==> config.mk <==
export PLATFORM = sky130hd
export DESIGN_NAME = flag_unit
export DESIGN_NICKNAME = d
export VERILOG_FILES = /design/src/rtl/flag_unit.sv
export SDC_FILE = /design/constraint.sdc
export NUM_CORES = 1
export LEC_CHECK = 0
export CAP_MARGIN = 5
export CORE_MARGIN = 2
export CORE_UTILIZATION = 46
export DETAILED_ROUTE_END_ITERATION = 8
export PLACE_DENSITY = 0.74
export SETUP_SLACK_MARGIN = 0.4
export SYNTH_ARGS = -nofsm -noshare
export SYNTH_HDL_FRONTEND = slang
export SYNTH_SLANG_ARGS = --single-unit
==> constraint.sdc <==
create_clock -name i_clk -period 1.7 [get_ports i_clk]
set_clock_uncertainty 0.1 [all_clocks]
set_input_delay 0.255 -clock i_clk [delete_from_list [all_inputs] [get_ports i_clk]]
set_output_delay 0.255 -clock i_clk [all_outputs]
set_load 0.01 [all_outputs]
==> src/rtl/flag_unit.sv <==
// Condition-code register (Z/N/C) with jump resolution, SETC/CLRC and a
// LIFO shadow stack that saves the CCR on interrupt entry and restores it on RTI.
module flag_unit #(
    parameter int unsigned DEPTH = 4
) (
    input  logic                           i_clk,
    input  logic                           i_reset,
    input  logic                           i_stall,
    input  logic                           i_flag_we,
    input  logic                           i_alu_zero,
    input  logic                           i_alu_negative,
    input  logic                           i_alu_carry,
    input  logic                           i_setc,
    input  logic                           i_clrc,
    input  logic [1:0]                     i_jmp_cond,
    input  logic                           i_save,
    input  logic                           i_restore,
    output logic                           o_zero_flag,
    output logic                           o_negative_flag,
    output logic                           o_carry_flag,
    output logic                           o_branch_taken,
    output logic [$clog2(DEPTH+1)-1:0]     o_depth,
    output logic                           o_overflow,
    output logic                           o_underflow
);

    localparam int unsigned DW = $clog2(DEPTH + 1);

    logic          z_q, z_d, n_q, n_d, c_q, c_d;
    logic          ovf_q, ovf_d, unf_q, unf_d;
    logic [DW-1:0] sp_q, sp_d;
    logic [2:0]    stack_q [DEPTH];
    logic [2:0]    stack_d [DEPTH];
    logic [2:0]    top;
    logic          take_z, take_n, take_c;
    logic          fz, fn, fc;

    always_comb begin
        unique case (i_jmp_cond)
            2'b01:   o_branch_taken = z_q;
            2'b10:   o_branch_taken = n_q;
            2'b11:   o_branch_taken = c_q;
            default: o_branch_taken = 1'b0;
        endcase
    end

    assign take_z = (i_jmp_cond == 2'b01) && z_q;
    assign take_n = (i_jmp_cond == 2'b10) && n_q;
    assign take_c = (i_jmp_cond == 2'b11) && c_q;

    // Per-bit flag update as it would apply if no restore pops the stack.
    always_comb begin
        fz = take_z ? 1'b0 : (i_flag_we ? i_alu_zero : z_q);
        fn = take_n ? 1'b0 : (i_flag_we ? i_alu_negative : n_q);
        if (take_c)         fc = 1'b0;
        else if (i_setc)    fc = 1'b1;
        else if (i_clrc)    fc = 1'b0;
        else if (i_flag_we) fc = i_alu_carry;
        else                fc = c_q;
    end

    always_comb begin
        top = '0;
        for (int unsigned i = 0; i < DEPTH; i++) begin
            if (DW'(i + 1) == sp_q) top = stack_q[i];
        end
    end

    always_comb begin
        z_d     = z_q;
        n_d     = n_q;
        c_d     = c_q;
        sp_d    = sp_q;
        ovf_d   = ovf_q;
        unf_d   = unf_q;
        stack_d = stack_q;
        if (!i_stall) begin
            if (i_restore) begin
                if (sp_q != '0) begin
                    {z_d, n_d, c_d} = top;
                    sp_d            = sp_q - DW'(1);
                end else begin
                    unf_d           = 1'b1;
                    {z_d, n_d, c_d} = {fz, fn, fc};
                end
            end else begin
                if (i_save) begin
                    if (sp_q != DW'(DEPTH)) begin
                        for (int unsigned i = 0; i < DEPTH; i++) begin
                            if (DW'(i) == sp_q) stack_d[i] = {z_q, n_q, c_q};
                        end
                        sp_d = sp_q + DW'(1);
                    end else begin
                        ovf_d = 1'b1;
                    end
                end
                {z_d, n_d, c_d} = {fz, fn, fc};
            end
        end
    end

    always_ff @(posedge i_clk) begin
        if (i_reset) begin
            z_q   <= 1'b0;
            n_q   <= 1'b0;
            c_q   <= 1'b0;
            sp_q  <= '0;
            ovf_q <= 1'b0;
            unf_q <= 1'b0;
            for (int unsigned i = 0; i < DEPTH; i++) stack_q[i] <= '0;
        end else begin
            z_q     <= z_d;
            n_q     <= n_d;
            c_q     <= c_d;
            sp_q    <= sp_d;
            ovf_q   <= ovf_d;
            unf_q   <= unf_d;
            stack_q <= stack_d;
        end
    end

    assign o_zero_flag     = z_q;
    assign o_negative_flag = n_q;
    assign o_carry_flag    = c_q;
    assign o_depth         = sp_q;
    assign o_overflow      = ovf_q;
    assign o_underflow     = unf_q;

endmodule

# After elaboration in Yosys (flattened, before gate mapping)

Cells that the tools add are included.
Widths: inputs -> output; s select.

Register bits: 20
Input bits: 13
Output and inout bits: 9
Logic and storage cells: 62

$add $sub $neg: 2
Equality and inequality tests: 9
Multiplexer cells: 23
Bitwise operators: 4
Reductions and logical operators: 14

Operators by type and width:

| kind                | number |
|---|---|
| $mux 3              | 8 |
| $reduce_and 5->1    | 4 |
| $mux 1              | 14 |
| $reduce_and 4->1    | 2 |
| $eq 2x3->1 const A  | 2 |
| $eq 2x2->1 const B  | 2 |
| $not 1->1           | 4 |
| $reduce_bool 2->1   | 2 |
| $add 3x1->3 const B | 1 |
| $eq 1x3->1 const A  | 1 |
| $eq 3x3->1 const A  | 1 |
| $logic_and 1x1->1   | 3 |
| $logic_not 3->1     | 1 |
| $ne 3x3->1 const B  | 1 |
| $pmux 1 s3          | 1 |
| $reduce_and 3->1    | 1 |
| $reduce_bool 3->1   | 1 |
| $sub 3x1->3 const B | 1 |
| $eq 2x1->1 const B  | 1 |
| $ne 2x1->1 const B  | 1 |

# Longest topological paths before layout

Word-level depth: 7
Depth in mapped cells: 7
Mapped depth without buffers: 6

# Worst setup path before layout

Ideal clock, no wire load.

Kind: register to register
From: register sp_q[2] (netlist: o_depth[2])
To: register z_q (netlist: o_zero_flag)
Setup time: 0.088 ns
Data arrival time: 1.596 ns
Required time: 1.512 ns
Slack: -0.084 ns
Cell stages (with the launch flop): 8
Path buffers: 1
Clock period less this slack: 1.784 ns
Path through: dfxtp_1 > buf_6 > inv_2 > ha_1 > or2_4 > a21oi_2 > o211ai_1 > a311oi_2

Longest elaborated chain between the ends: 7
Elaborated cells on any way between the ends: 11
Those cells by class: 4 x eq/ne; 6 x mux; 1 x reduce/logical

RTL lines:

| item                     | line | RTL |
|---|---|---|
| start: declaration       | 31   | `logic [DW-1:0] sp_q, sp_d;` |
| start signal: assignment | 115  | `sp_q <= sp_d;` |
| $eq 1x3->1               | 65   | `if (DW'(i + 1) == sp_q) top = stack_q[i];` |
| $mux 3 (4 in a row)      | 65   |  |
| $mux 1 (*)               | 79   | `if (sp_q != '0) begin` |
| $mux 1 (*)               | 78   | `if (i_restore) begin` |
| end signal: assignment   | 112  | `z_q <= z_d;` |
| end: declaration         | 29   | `logic z_q, z_d, n_q, n_d, c_q, c_d;` |

Mark *: on every way between the ends. The rest lies on a longest branch, timed or not.
A chain may end at the register's enable or synchronous reset.

# Worst setup path after layout

From: register sp_q[0] (netlist: o_depth[0])
To: register n_q (netlist: o_negative_flag)

Longest elaborated chain between the ends: 7
Elaborated cells on any way between the ends: 11
Those cells by class: 4 x eq/ne; 6 x mux; 1 x reduce/logical

RTL lines:

| item                   | line | RTL |
|---|---|---|
| $eq 1x3->1             | 65   |  |
| $mux 3 (4 in a row)    | 65   |  |
| $mux 1 (*)             | 79   |  |
| $mux 1 (*)             | 78   |  |
| end signal: assignment | 113  | `n_q <= n_d;` |
| end: declaration       | 29   |  |

Marks and branches as above.

==> impl_metrics.ini <==
[outcome]
status = finished, final reports clean

[grt]
grt_first_pass_wirelength_microns = 5920
grt_use_total_pct = 24.3
grt_antenna_before_repair = 0
globalRouteOverflowTotal = 0
pin_count_of_the_biggest_net_entering_global_routing = 21
via_count_of_the_first_global_routing_pass = 1229

[yosys]
syn_nets = 166
synth_cell_types = 38
postSynthRegisterBits = 20
async_reset_ff_share_pct = 0
postSynthCellCount = 147
synthesis.yosys.warnings = 0
syn-cell-area_sq_um = 1210
sequential_cell_area_fraction_in_the_yosys_report_pct = 33.1
synth_top_flop_cell = dfxtp_1
synth-edff-count = 0
syn_area_per_cell_sq_um = 8.22

[layout]
layout-drive-gt1-share_pct = 52.1
design_area_sq_um = 1910
inserted_diodes = 0
nNetsFinal = 212
syn_to_final_growth_pct = 58.0
layout.core_utilization_pct = 77.1
finalNonFillerCells = 222

[route]
detail_route.wirelength_microns = 3780
first_pass_detailed_route_iteration_total = 4
remaining_drc_errors = 0
postRouteAntennaNets = 0
dr_total_vias = 1249
detail_route.iter0.violations = 66
detailed_route_wire_length_per_cell_microns = 17.0
avgViaCountPerCell = 5.63

[critical_path]
cp_data_required_time_ns = 1.82
crit_path_max_fanout = 4
critical_path_class = flop to flop
cp-start-kind = flop
crit_path_end_kind = flop
crit_path_arrival_time_ns = 1.75

[clocking]
clk_root_buffer_cell = clkbuf_4
numClockSinks = 20
tritoncts = yes
ctsLongestPathBuffers = 2
htree_levels = 1
path_clk_slew_ns = 0.11
numCtsBuffers = 3
holdBufCountCts = 0
clock_latency_ns = 0.30

[sta]
finalSetupViolCount = 0
rsz0062_at_grt = true
finalCriticalPeriod_ns = 1.62
achievable-frequency_mhz = 616
timing.max_slew.rel_slack_pct = 76.9
final_critical_path_share_of_the_clock_period_pct = 95.5
finalHoldViolations = 0
tightestPinTransition_ns = 0.345
finalMaxSlewViolations = 0

[place]
dp.final_hpwl_microns = 2290
port_buffers = 21
gp_congestion = 0.836
dp.cells = 206
placedInstanceArea_sq_um = 1580

[floorplan]
chipHeight_microns = 55.3
io-pin-count = 22
die_area_sq_um = 3050
die-width_microns = 55.3
core.rowCount = 18
core_sq_um = 2480
initial_core_util_pct = 48.8

[power]
finalPower_mw = 1.35
p_per_area_nw_per_um2 = 705
leakage_nw = 0.767
maximum_vdd_drop_v = 0.000732

[run]
maxCapViolations = 0

[worst_hold_path]
min_path_type = flop to flop
## power breakdown
group / internal [mW] / leakage (nW) / total (mW) / switching [mW]
Sequential: 0.494 / 0.165 / 0.522 / 0.0284
Combinational: 0.285 / 0.586 / 0.584 / 0.299
Clock: 0.0915 / 0.0150 / 0.239 / 0.148
Total: 0.870 / 0.767 / 1.35 / 0.475
## path summary, 6_finish.rpt
check	from	endpoint	slack (ns)	cells past startpoint
min	stack_q[11]	stack_q[11]	0.38	2
max reg2reg	o_depth[0]	o_negative_flag	0.08	6
max	o_depth[0]	o_negative_flag	0.08	6
min reg2reg	stack_q[11]	stack_q[11]	0.38	2
## cell families after synthesis
kind of cell,count (synthesis),share of synthesized area (%)
compound gates,38,21.7
xor+xnor,2,1.45
fa+ha+maj,6,6.21
buf+inv,17,7.87
flops,20,33.1
mux,6,5.07
simple gates,58,24.5
## state kept, by name, summed over array words and instances (netlist names)
| signal | flops |
|---|---|
| o_negative_flag | 1 |
| o_carry_flag | 1 |
| o_underflow | 1 |
| o_overflow | 1 |
| o_depth | 3 |
| stack_q | 12 |
| o_zero_flag | 1 |
## metal layers
layer	vias up	GRT usage (%)	share of wire, %
li1	605	-	-
met1	595	31.4	43
met2	43	41.7	51
met3	6	3.04	4.4
met4	0	8.36	1.8
met5	-	0	0
## per-stage QoR
step | setup slack (ns) | hold WS [ns] | TNS [ns]
2_1_floorplan | 0.168 | 0.337 | 0
3_3_place_gp | -0.156 | 0.349 | -1.57
3_5_place_dp | -0.197 | 0.353 | -2.05
4_1_cts | 0.0428 | 0.370 | 0
5_1_grt | 0.00477 | 0.393 | 0
6_report | 0.0758 | 0.381 | 0
## synth_stat cells, types with 2 or more instances
master / n / area, sq um
a31oi_1: 2 / 12.5
mux2i_1: 5 / 50.1
buf_2: 2 / 10.0
ha_1: 6 / 75.1
dfxtp_1: 20 / 400
nor3b_1: 2 / 15.0
o211ai_1: 6 / 45.0
inv_1: 5 / 18.8
inv_2: 2 / 7.51
o21ai_0: 5 / 25.0
nand2b_1: 2 / 12.5
a21oi_1: 14 / 70.1
clkbuf_1: 3 / 11.3
nand2_1: 24 / 90.1
and3_2: 3 / 22.5
nor2_1: 12 / 45.0
nand4_1: 2 / 12.5
buf_6: 3 / 33.8
nand3_1: 10 / 50.1
## repair_timing
item | 4_1_cts | 5_1_grt
gates resized for setup | 60 | 33
endpoints found under the setup margin | 28 | 29
setup buffers | 10 | 1
gates cloned | 1 | 0
pin swaps | 33 | 8
## worst max-delay path, stage by stage (launching register included)
cell      delay [ns]
dfxtp_4         0.39
ha_4            0.17
ha_4            0.17
or2_4           0.24
a21oi_2         0.11
o211ai_1        0.13
a221oi_2        0.24
## cells in the final DEF, fill, tap and decap left out, types with 4 or more instances in the layout
cell             instances
buf_4                   22
dfxtp_1                 15
nand2_1                 14
nor2_1                  11
buf_6                   11
a21oi_2                  9
nand3_2                  8
nand2_2                  7
clkdlybuf4s50_1          7
a21oi_1                  6
o211ai_1                 6
mux2i_1                  5
dlygate4sd2_1            4
## final cells by class
type,count,area [sq um]
multi-input cells,110,932
fillers,158,568
repair buffers,51,465
flip-flops and latches,20,414
well taps,30,37.5
inverters,7,33.8
clock buffers,4,26.3
(Power assumes the default switching activity.)
